===== src/rtl/booth_pkg.sv =====
// Shared definitions for the Booth multiplier result path: product and
// display widths plus the state encoding of the binary-to-BCD converter.
package booth_pkg;

    localparam int W_PROD     = 16;
    localparam int BCD_DIGITS = 5;

    typedef enum logic [1:0] {
        IDLE   = 2'd0,
        SHIFT  = 2'd1,
        FINISH = 2'd2
    } bcd_state_t;

endpackage : booth_pkg


===== src/rtl/booth_result_bcd_if.sv =====
// Bundle between the multiplier side (product/done) and the BCD converter
// outputs that feed the decimal display.
interface booth_result_bcd_if
    import booth_pkg::*;
#(
    parameter int W  = W_PROD,
    parameter int ND = BCD_DIGITS
);
    logic [W-1:0]    product;
    logic            done;
    logic            sign;
    logic [4*ND-1:0] bcd;
    logic            busy;
    logic            valid;

    // Multiplier / stimulus side: supplies the product, watches the result.
    modport master (
        output product,
        output done,
        input  sign,
        input  bcd,
        input  busy,
        input  valid
    );

    // Converter side.
    modport slave (
        input  product,
        input  done,
        output sign,
        output bcd,
        output busy,
        output valid
    );
endinterface : booth_result_bcd_if


===== src/rtl/bcd_digit_adj.sv =====
// One BCD digit correction step of double-dabble: a digit of 5 or more is
// pre-biased by 3 so the following left shift carries into the next digit.
module bcd_digit_adj (
    input  logic [3:0] d_i,
    output logic [3:0] d_o
);

    // Add-3 correction for digits >= 5.
    always_comb begin
        if (d_i >= 4'd5) begin
            d_o = d_i + 4'd3;
        end else begin
            d_o = d_i;
        end
    end

endmodule : bcd_digit_adj


===== src/rtl/booth_result_bcd.sv =====
// Signed product to sign + packed BCD converter. A rising edge of the
// multiplier's done flag captures the product; its magnitude is shifted
// through a double-dabble loop (one bit per cycle) and the result is
// published, and then held, in the output registers.
module booth_result_bcd
    import booth_pkg::*;
#(
    parameter int W  = W_PROD,
    parameter int ND = BCD_DIGITS
) (
    input  logic               clk,
    input  logic               rst,
    booth_result_bcd_if.slave  bus
);

    localparam int            CW       = $clog2(W);
    localparam logic [CW-1:0] CNT_LAST = CW'(W - 1);

    bcd_state_t      state_q, state_d;
    logic [CW-1:0]   cnt_q, cnt_d;
    logic [W-1:0]    mag_q, mag_d;
    logic [4*ND-1:0] scratch_q, scratch_d;
    logic            sign_cap_q, sign_cap_d;
    logic            sign_q, sign_d;
    logic [4*ND-1:0] bcd_q, bcd_d;
    logic            busy_q, busy_d;
    logic            valid_q, valid_d;
    logic            done_q, done_d;

    logic            start_s;
    logic [4*ND-1:0] adj_s;

    // Per-digit add-3 correction applied to the scratch register.
    for (genvar i = 0; i < ND; i++) begin : g_adj
        bcd_digit_adj u_adj (
            .d_i (scratch_q[4*i +: 4]),
            .d_o (adj_s[4*i +: 4])
        );
    end

    assign start_s = bus.done & ~done_q;

    // Next-state logic: edge detect, capture, shift loop and result publish.
    always_comb begin
        state_d    = state_q;
        cnt_d      = cnt_q;
        mag_d      = mag_q;
        scratch_d  = scratch_q;
        sign_cap_d = sign_cap_q;
        sign_d     = sign_q;
        bcd_d      = bcd_q;
        busy_d     = busy_q;
        valid_d    = valid_q;
        done_d     = bus.done;

        case (state_q)
            IDLE: begin
                if (start_s) begin
                    // Unsigned W-bit negate: the most negative value maps to 2^(W-1).
                    sign_cap_d = bus.product[W-1];
                    if (bus.product[W-1]) begin
                        mag_d = ~bus.product + {{(W-1){1'b0}}, 1'b1};
                    end else begin
                        mag_d = bus.product;
                    end
                    scratch_d = '0;
                    cnt_d     = '0;
                    state_d   = SHIFT;
                    valid_d   = 1'b0;
                    busy_d    = 1'b1;
                end else begin
                    state_d = IDLE;
                end
            end
            SHIFT: begin
                {scratch_d, mag_d} = {adj_s[4*ND-2:0], mag_q, 1'b0};
                cnt_d              = cnt_q + CW'(1);
                if (cnt_q == CNT_LAST) begin
                    state_d = FINISH;
                end else begin
                    state_d = SHIFT;
                end
            end
            FINISH: begin
                bcd_d   = scratch_q;
                sign_d  = sign_cap_q;
                valid_d = 1'b1;
                busy_d  = 1'b0;
                state_d = IDLE;
            end
            default: begin
                state_d = IDLE;
                busy_d  = 1'b0;
            end
        endcase
    end

    // State and output registers with synchronous reset.
    always_ff @(posedge clk) begin
        if (rst) begin
            state_q    <= IDLE;
            cnt_q      <= '0;
            mag_q      <= '0;
            scratch_q  <= '0;
            sign_cap_q <= 1'b0;
            sign_q     <= 1'b0;
            bcd_q      <= '0;
            busy_q     <= 1'b0;
            valid_q    <= 1'b0;
            done_q     <= 1'b0;
        end else begin
            state_q    <= state_d;
            cnt_q      <= cnt_d;
            mag_q      <= mag_d;
            scratch_q  <= scratch_d;
            sign_cap_q <= sign_cap_d;
            sign_q     <= sign_d;
            bcd_q      <= bcd_d;
            busy_q     <= busy_d;
            valid_q    <= valid_d;
            done_q     <= done_d;
        end
    end

    assign bus.sign  = sign_q;
    assign bus.bcd   = bcd_q;
    assign bus.busy  = busy_q;
    assign bus.valid = valid_q;

endmodule : booth_result_bcd


===== src/flat_wrapper.sv =====
// flat-port wrapper written by rule: the top's interface ports become plain ports
module booth_result_bcd_flat import booth_pkg::*;
#(
    parameter int W  = W_PROD,
    parameter int ND = BCD_DIGITS
)
  (clk, rst, bus_product, bus_done, bus_sign, bus_bcd, bus_busy, bus_valid);
  booth_result_bcd_if #(.W(W), .ND(ND)) bus_i ();
  input  logic clk;
  input  logic rst;
  input wire logic [$bits(bus_i.product)-1:0] bus_product;
  input wire logic [$bits(bus_i.done)-1:0] bus_done;
  output wire logic [$bits(bus_i.sign)-1:0] bus_sign;
  output wire logic [$bits(bus_i.bcd)-1:0] bus_bcd;
  output wire logic [$bits(bus_i.busy)-1:0] bus_busy;
  output wire logic [$bits(bus_i.valid)-1:0] bus_valid;
  assign bus_i.product = bus_product;
  assign bus_i.done = bus_done;
  assign bus_sign = bus_i.sign;
  assign bus_bcd = bus_i.bcd;
  assign bus_busy = bus_i.busy;
  assign bus_valid = bus_i.valid;
  booth_result_bcd #(.W(W), .ND(ND)) u_core (.clk(clk), .rst(rst), .bus(bus_i));
endmodule

===== config.mk =====
export PLATFORM = sky130hd
export DESIGN_NAME = booth_result_bcd_flat
export DESIGN_NICKNAME = d
export VERILOG_FILES = /design/src/rtl/booth_pkg.sv /design/src/rtl/booth_result_bcd_if.sv /design/src/rtl/bcd_digit_adj.sv /design/src/rtl/booth_result_bcd.sv /design/src/flat_wrapper.sv
export SDC_FILE = /design/constraint.sdc
export NUM_CORES = 1
export LEC_CHECK = 0
export ABC_AREA = 1
export CAP_MARGIN = 20
export CELL_PAD_IN_SITES_DETAIL_PLACEMENT = 0
export CELL_PAD_IN_SITES_GLOBAL_PLACEMENT = 1
export CORE_AREA = 4 4 86 108
export DETAILED_ROUTE_END_ITERATION = 16
export DIE_AREA = 0 0 90 112
export GPL_ROUTABILITY_DRIVEN = 0
export PLACE_DENSITY_LB_ADDON = 0.1
export SETUP_SLACK_MARGIN = 0.1
export SYNTH_ARGS = -nofsm -noshare
export SYNTH_HDL_FRONTEND = slang
export SYNTH_SLANG_ARGS = --single-unit
export TNS_END_PERCENT = 30

===== constraint.sdc =====
create_clock -name clk -period 1.6 [get_ports clk]
set_clock_uncertainty 0.05 [all_clocks]
set_input_delay 0.24 -clock clk [delete_from_list [all_inputs] [get_ports clk]]
set_output_delay 0.24 -clock clk [all_outputs]
set_load 0.01 [all_outputs]

### Yosys cells after proc, flatten, opt, wreduce, memory -nomap -nowiden

Cells that the tools add are included.

| storage, ports and cells | value |
|---|---|
| bits in registers | 67 |
| latch bits | 0 |
| RAM bits | 0 |
| memory bits (read-only) | 0 |
| output and inout bits | 23 |
| word-level logic and storage cells | 56 |
| memories | 0 |

| cells by class | value |
|---|---|
| add/subtract/negate cells | 7 |
| $mul | 0 |
| divide/modulo/power cells | 0 |
| magnitude comparators | 5 |
| equal/unequal tests | 4 |
| shifts and indexed selects | 0 |
| mux-type cells | 19 |
| bitwise gates (word level) | 4 |
| reductions and logical operators | 7 |

Operators with widths:

| cell | number |
|---|---|
| 20-bit case mux with 2 select lines | 1 |
| 16-bit two-way mux | 2 |
| 16-bit case mux with 2 select lines | 1 |
| 4-bit by 3-bit >= comparator with 1-bit output (second input constant) | 5 |
| 20-bit two-way mux | 1 |
| 4-bit two-way mux | 5 |
| 16-bit by 1-bit adder with 16-bit output (second input constant) | 1 |
| 4-bit by 2-bit adder with 4-bit output (second input constant) | 4 |
| 16-bit inverter | 1 |
| 4-bit case mux with 2 select lines | 1 |
| 2-bit AND reduction | 4 |
| 4-bit by 1-bit adder with 4-bit output (second input constant) | 1 |
| 4-bit == test (second input constant) | 1 |
| 1-bit case mux with 2 select lines | 2 |
| 2-bit case mux with 2 select lines | 1 |
| 2-bit nonzero test | 2 |
| 3-bit by 2-bit adder with 3-bit output (second input constant) | 1 |
| 1-bit two-way mux | 3 |
| 3-bit two-way mux | 1 |
| 2-bit by 1-bit == test with 1-bit output (second input constant) | 1 |
| 2-bit == test (second input constant) | 1 |
| 2-bit zero test | 1 |
| 2-bit two-way mux | 1 |
| 2-bit by 1-bit inequality test with 1-bit output (second input constant) | 1 |
| other kinds (2) | 3 |

### Logic depth before layout (Yosys ltp)

| logic depth | value |
|---|---|
| depth in word-level cells | 5 |
| mapped depth | 10 |
| gate-level depth less buffers | 10 |

### Hierarchy

A second synthesis with hierarchy kept.

| unflattened totals | value |
|---|---|
| cell total of the unflattened synthesis | 496 |
| area total of the unflattened synthesis | 3,590.9 um^2 |

Modules (own cells, without submodules):

| module | times used | cells an instance | area an instance (um^2) | seq. area each (um^2) |
|---|---|---|---|---|
| booth_result_bcd | 1 | 381 | 2,915.3 | 1,341.3 |
| bcd_digit_adj | 5 | 23 | 135.1 | 0.0 |

### Worst setup path after synthesis

No wires, ideal clock.

| path | value |
|---|---|
| path type | input to register |
| from | input bus_product[0] |
| to | register u_core.mag_q[14] |
| library setup time | 113 ps |
| arrival | 1,107 ps |
| data required time | 1,437 ps |
| path slack | 329 ps |
| stages | 9 |
| path through | inv_1 -> ha_1 -> inv_1 -> nor3_1 -> nand3_1 -> nand2_1 -> nand4_1 -> nand3_1 -> nand2_1 |

| between the ends | value |
|---|---|
| cells in the longest elaborated chain, start to end | 5 |

RTL lines:

| item | RTL line | RTL |
|---|---|---|
| start, declared | flat_wrapper.sv:11 | `input wire logic [$bits(bus_i.product)-1:0] bus_product;` |
| 16-bit inverter | booth_result_bcd.sv:62 | `mag_d = ~bus.product + {{(W-1){1'b0}}, 1'b1};` |
| 16-bit by 1-bit adder with 16-bit output | booth_result_bcd.sv:62 |  |
| 16-bit two-way mux | booth_result_bcd.sv:61 | `if (bus.product[W-1]) begin` |
| 16-bit two-way mux | booth_result_bcd.sv:58 | `if (start_s) begin` |
| 16-bit case mux with 2 select lines | booth_result_bcd.sv:56 | `case (state_q)` |
| end signal, assigned | booth_result_bcd.sv:114 | `mag_q <= mag_d;` |
| end, declared | booth_result_bcd.sv:21 | `logic [W-1:0] mag_q, mag_d;` |

No other way between the ends. The select of a mux whose other input is x is not followed.
A chain may end at the register's enable or synchronous reset.

### Final worst setup path

| path | value |
|---|---|
| from | register u_core.bcd_q[1] (netlist: u_core.bus.bcd[1]) |
| to | output bus_bcd[1] |

RTL lines:

| item | RTL line | RTL |
|---|---|---|
| start, declared | booth_result_bcd.sv:25 | `logic [4*ND-1:0] bcd_q, bcd_d;` |
| start signal, assigned | booth_result_bcd.sv:107 | `bcd_q <= '0;` |
| start signal, assigned | booth_result_bcd.sv:118 | `bcd_q <= bcd_d;` |
| end, declared | flat_wrapper.sv:14 | `output wire logic [$bits(bus_i.bcd)-1:0] bus_bcd;` |

No word-level cell between the ends.

==> flow_summary.yaml <==
status:
  status: "complete, no violations"
routing:
  drt_iter0_drc: 123
  routed_via_density: 4.990
  drt-total-wl_um: 7971
  detailedRoute.firstPassIterationCount: 4
  drcViolationCount: 0
  routed-via-count: 3129
  drt.antenna.violating_nets: 0
  avgRoutedWirePerCell_um: 12.71
cells_and_area:
  n_antenna_cell: 0
  finish.cell_count_without_fillers: 627
  layout_cells_sized_above_1_pct: 15.66
  nNetsFinal: 557
  final_common_cell: "sky130_fd_sc_hd__nand2_1"
  final_area_sq_um: 4249
  areaGrowthSynthToFinish_pct: 32.66
  fin_util_pct: 51.86
  most-common-layout-cells: "sky130_fd_sc_hd__nand2_1 (66), sky130_fd_sc_hd__dfxtp_1 (64), sky130_fd_sc_hd__o21ai_0 (63)"
worst_hold_path:
  whs_endpoint: "u_core.mag_q[1]"
  timing.hold.worst_path_depth: 5
  hold_path_startpoint: "bus_product[1]"
  worst_hold_path_type: "in -> reg"
clock_network:
  clkSlewWorstSetupHoldPaths_ns: 0.07
  ctsHtreeMaxLevel: 3
  cts_root_buf: "sky130_fd_sc_hd__clkbuf_8"
  max-clock-path-buffers: 2
  worst_skew_pair.late_latency_ns: 0.34
  cts_buffers: 9
  cts_tree: "done"
  cts.sinks: 67
critical_path:
  cp_data_arrival_time_ns: 1.22
  worst_stage_delay_on_the_critical_path_ns: 0.54
  critical_path.slowest_cell: "sky130_fd_sc_hd__clkdlybuf4s50_1"
  cp_data_required_time_ns: 1.31
  criticalPathCategory: "reg -> out"
  worstRegToRegCells: 8
  reg_to_reg_critical_path_endpoint: "u_core.scratch_q[2]"
  timing.reg2reg.setup_slack_ns: 0.20
  cp_num_buf_inv: 1
  rr_startpoint: "u_core.scratch_q[0]"
  start_kind: "flop"
  path_cells: "clkdlybuf4s50_1"
  critPathTopFamily: "buffers and inverters"
  cp_endpoint_kind: "output port"
  path_max_fanout: 2
yosys:
  synth-async-reset-ratio_pct: 0
  syn_area_sq_um: 3203
  netlist_instances: 442
  synth.yosys.seq_area_share_pct: 41.87
  avgSynthCellArea_sq_um: 7.247
  synth_enable_flop_cells: 0
  synth-seq-cells: 67
  yosys.cell_types.count: 32
  yosys_most_used_dff: "sky130_fd_sc_hd__dfxtp_1"
  mappedNetlistNets: 473
  ys.warnings.count: 0
global_routing:
  grt_pass1_vias: 2939
  largest_net_degree_at_the_start_of_global_routing: 29
  grt_overflow: 0
  grt_first_pass_wirelength_um: 13250
  gr-usage-all-layers_pct: 16.22
  grt_antenna_before_repair: 0
place:
  place.detailed.instances: 609
  detailedPlacementHpwl_um: 6010
  post_place_cell_area_sq_um: 4010
  place.port_buffers: 41
die:
  std_cell_rows: 37
  x_dimension_of_the_die_um: 90
  pin_count: 42
  initial_core_util_pct: 39.09
  core_sq_um: 8194
  height_of_the_die_um: 112
  floorplan.die_area_sq_um: 10080
timing:
  final_max_slew_viol_count: 0
  ratio_of_final_minimum_period_to_clock_period_pct: 94.28
  final.hold.worst_slack_ns: 0.3973
  rsz0062_at_grt: "true"
  timing.final.setup_violations: 0
  slew_headroom_pct: 67.47
  worst_pin_slew_ns: 0.4829
  clock.fmax_mhz: 662.9
  report.final.hold_viol_count: 0
  min_period_ns: 1.509
power_and_ir_drop:
  vdd_ir_drop_max_mv: 0.3436
  p_leak_uw: 0.001873
  power_density_nw_per_um2: 804.9
flow_run:
  drv.max_cap_violation_count: 0
==> Yosys cell counts, drive strengths merged (2+ instances only) <==
library cell   n  area share (%)
nand2         70             8.5
dfxtp         67              42
inv           65             7.6
o21ai         63             9.8
nand3         38             5.9
a21oi         37             5.8
nor2          32             4.3
ha            12             4.7
buf            9             1.7
nand4          9             1.8
o22ai          9             1.8
clkbuf         8            0.98
o211ai         7             1.6
nor3           3            0.47
xor2           3            0.82
a31oi          2            0.39
==> metrics by stage <==
step	setup TNS (ns)	total power, uW	setup slack, ns
floorplan	0	2002	0.3293
global placement	-4.792	2235	-0.2472
detailed placement	-5.352	2239	-0.3014
CTS	0	3457	0.07276
global route	0	3588	0.05281
finish	0	3420	0.09149
==> cells by family after synthesis <==
family | Yosys count | share of synthesized area, %
flops | 67 | 41.88
xor+xnor | 3 | 0.8205
buf+inv | 82 | 10.27
simple gates | 153 | 21.21
compound gates | 125 | 21.13
fa+ha+maj | 12 | 4.687
==> where the power goes <==
part	switching [uW]	internal, uW	leakage (uW)	total [uW]
registers	22.5	1710	0.000544	1740
clock network	617	589	0.0000860	1210
logic	252	225	0.00124	477
==> worst max-delay path by stage <==
| stage | from | cells past startpoint | slack, ns | endpoint |
|---|---|---|---|---|
| final | u_core.bus.bcd[1] | 1 | 0.09 | bus_bcd[1] |
| after global routing | u_core.bus.bcd[17] | 1 | 0.05 | bus_bcd[17] |
| after CTS | u_core.bus.bcd[10] | 1 | 0.07 | bus_bcd[10] |
| after detailed placement | bus_product[1] | 10 | -0.30 | u_core.mag_q[14] |
| after global placement | bus_product[1] | 10 | -0.25 | u_core.mag_q[14] |
| after floorplan | bus_product[0] | 9 | 0.33 | u_core.mag_q[14] |
==> cell type report <==
cell class | count | area (sq um)
fill | 859 | 3945
clock buffer | 12 | 145.1
sequential | 67 | 1345
multi-input combinational | 293 | 1578
timing repair buffer | 90 | 800.8
inverter | 65 | 244.0
tap | 97 | 121.4
clock inverter | 3 | 15.01
==> sequential cells by signal, indices dropped and copies added (netlist names) <==
register	count
u_core.done_q	1
u_core.bus.bcd	20
u_core.scratch_q	20
u_core.state_q	2
u_core.cnt_q	4
u_core.sign_cap_q	1
u_core.bus.busy	1
u_core.mag_q	16
u_core.bus.sign	1
u_core.bus.valid	1
==> routing by layer <==
| layer | GRT usage (%) | share of wire, % | vias up |
|---|---|---|---|
| met5 | 0 | 0 | - |
| met4 | 6.639 | 1.8 | 0 |
| met3 | 3.919 | 4.0 | 10 |
| met2 | 30.16 | 51 | 63 |
| met1 | 17.43 | 43 | 1409 |
| li1 | - | - | 1647 |
==> timing repair <==
item | CTS | global route
buffers inserted | 0 | 3
pin swaps | 0 | 7
setup endpoints to repair | 41 | 40
hold buffers | 0 | 0
resized for setup | 8 | 21
Power figures use the tool's default switching activity.
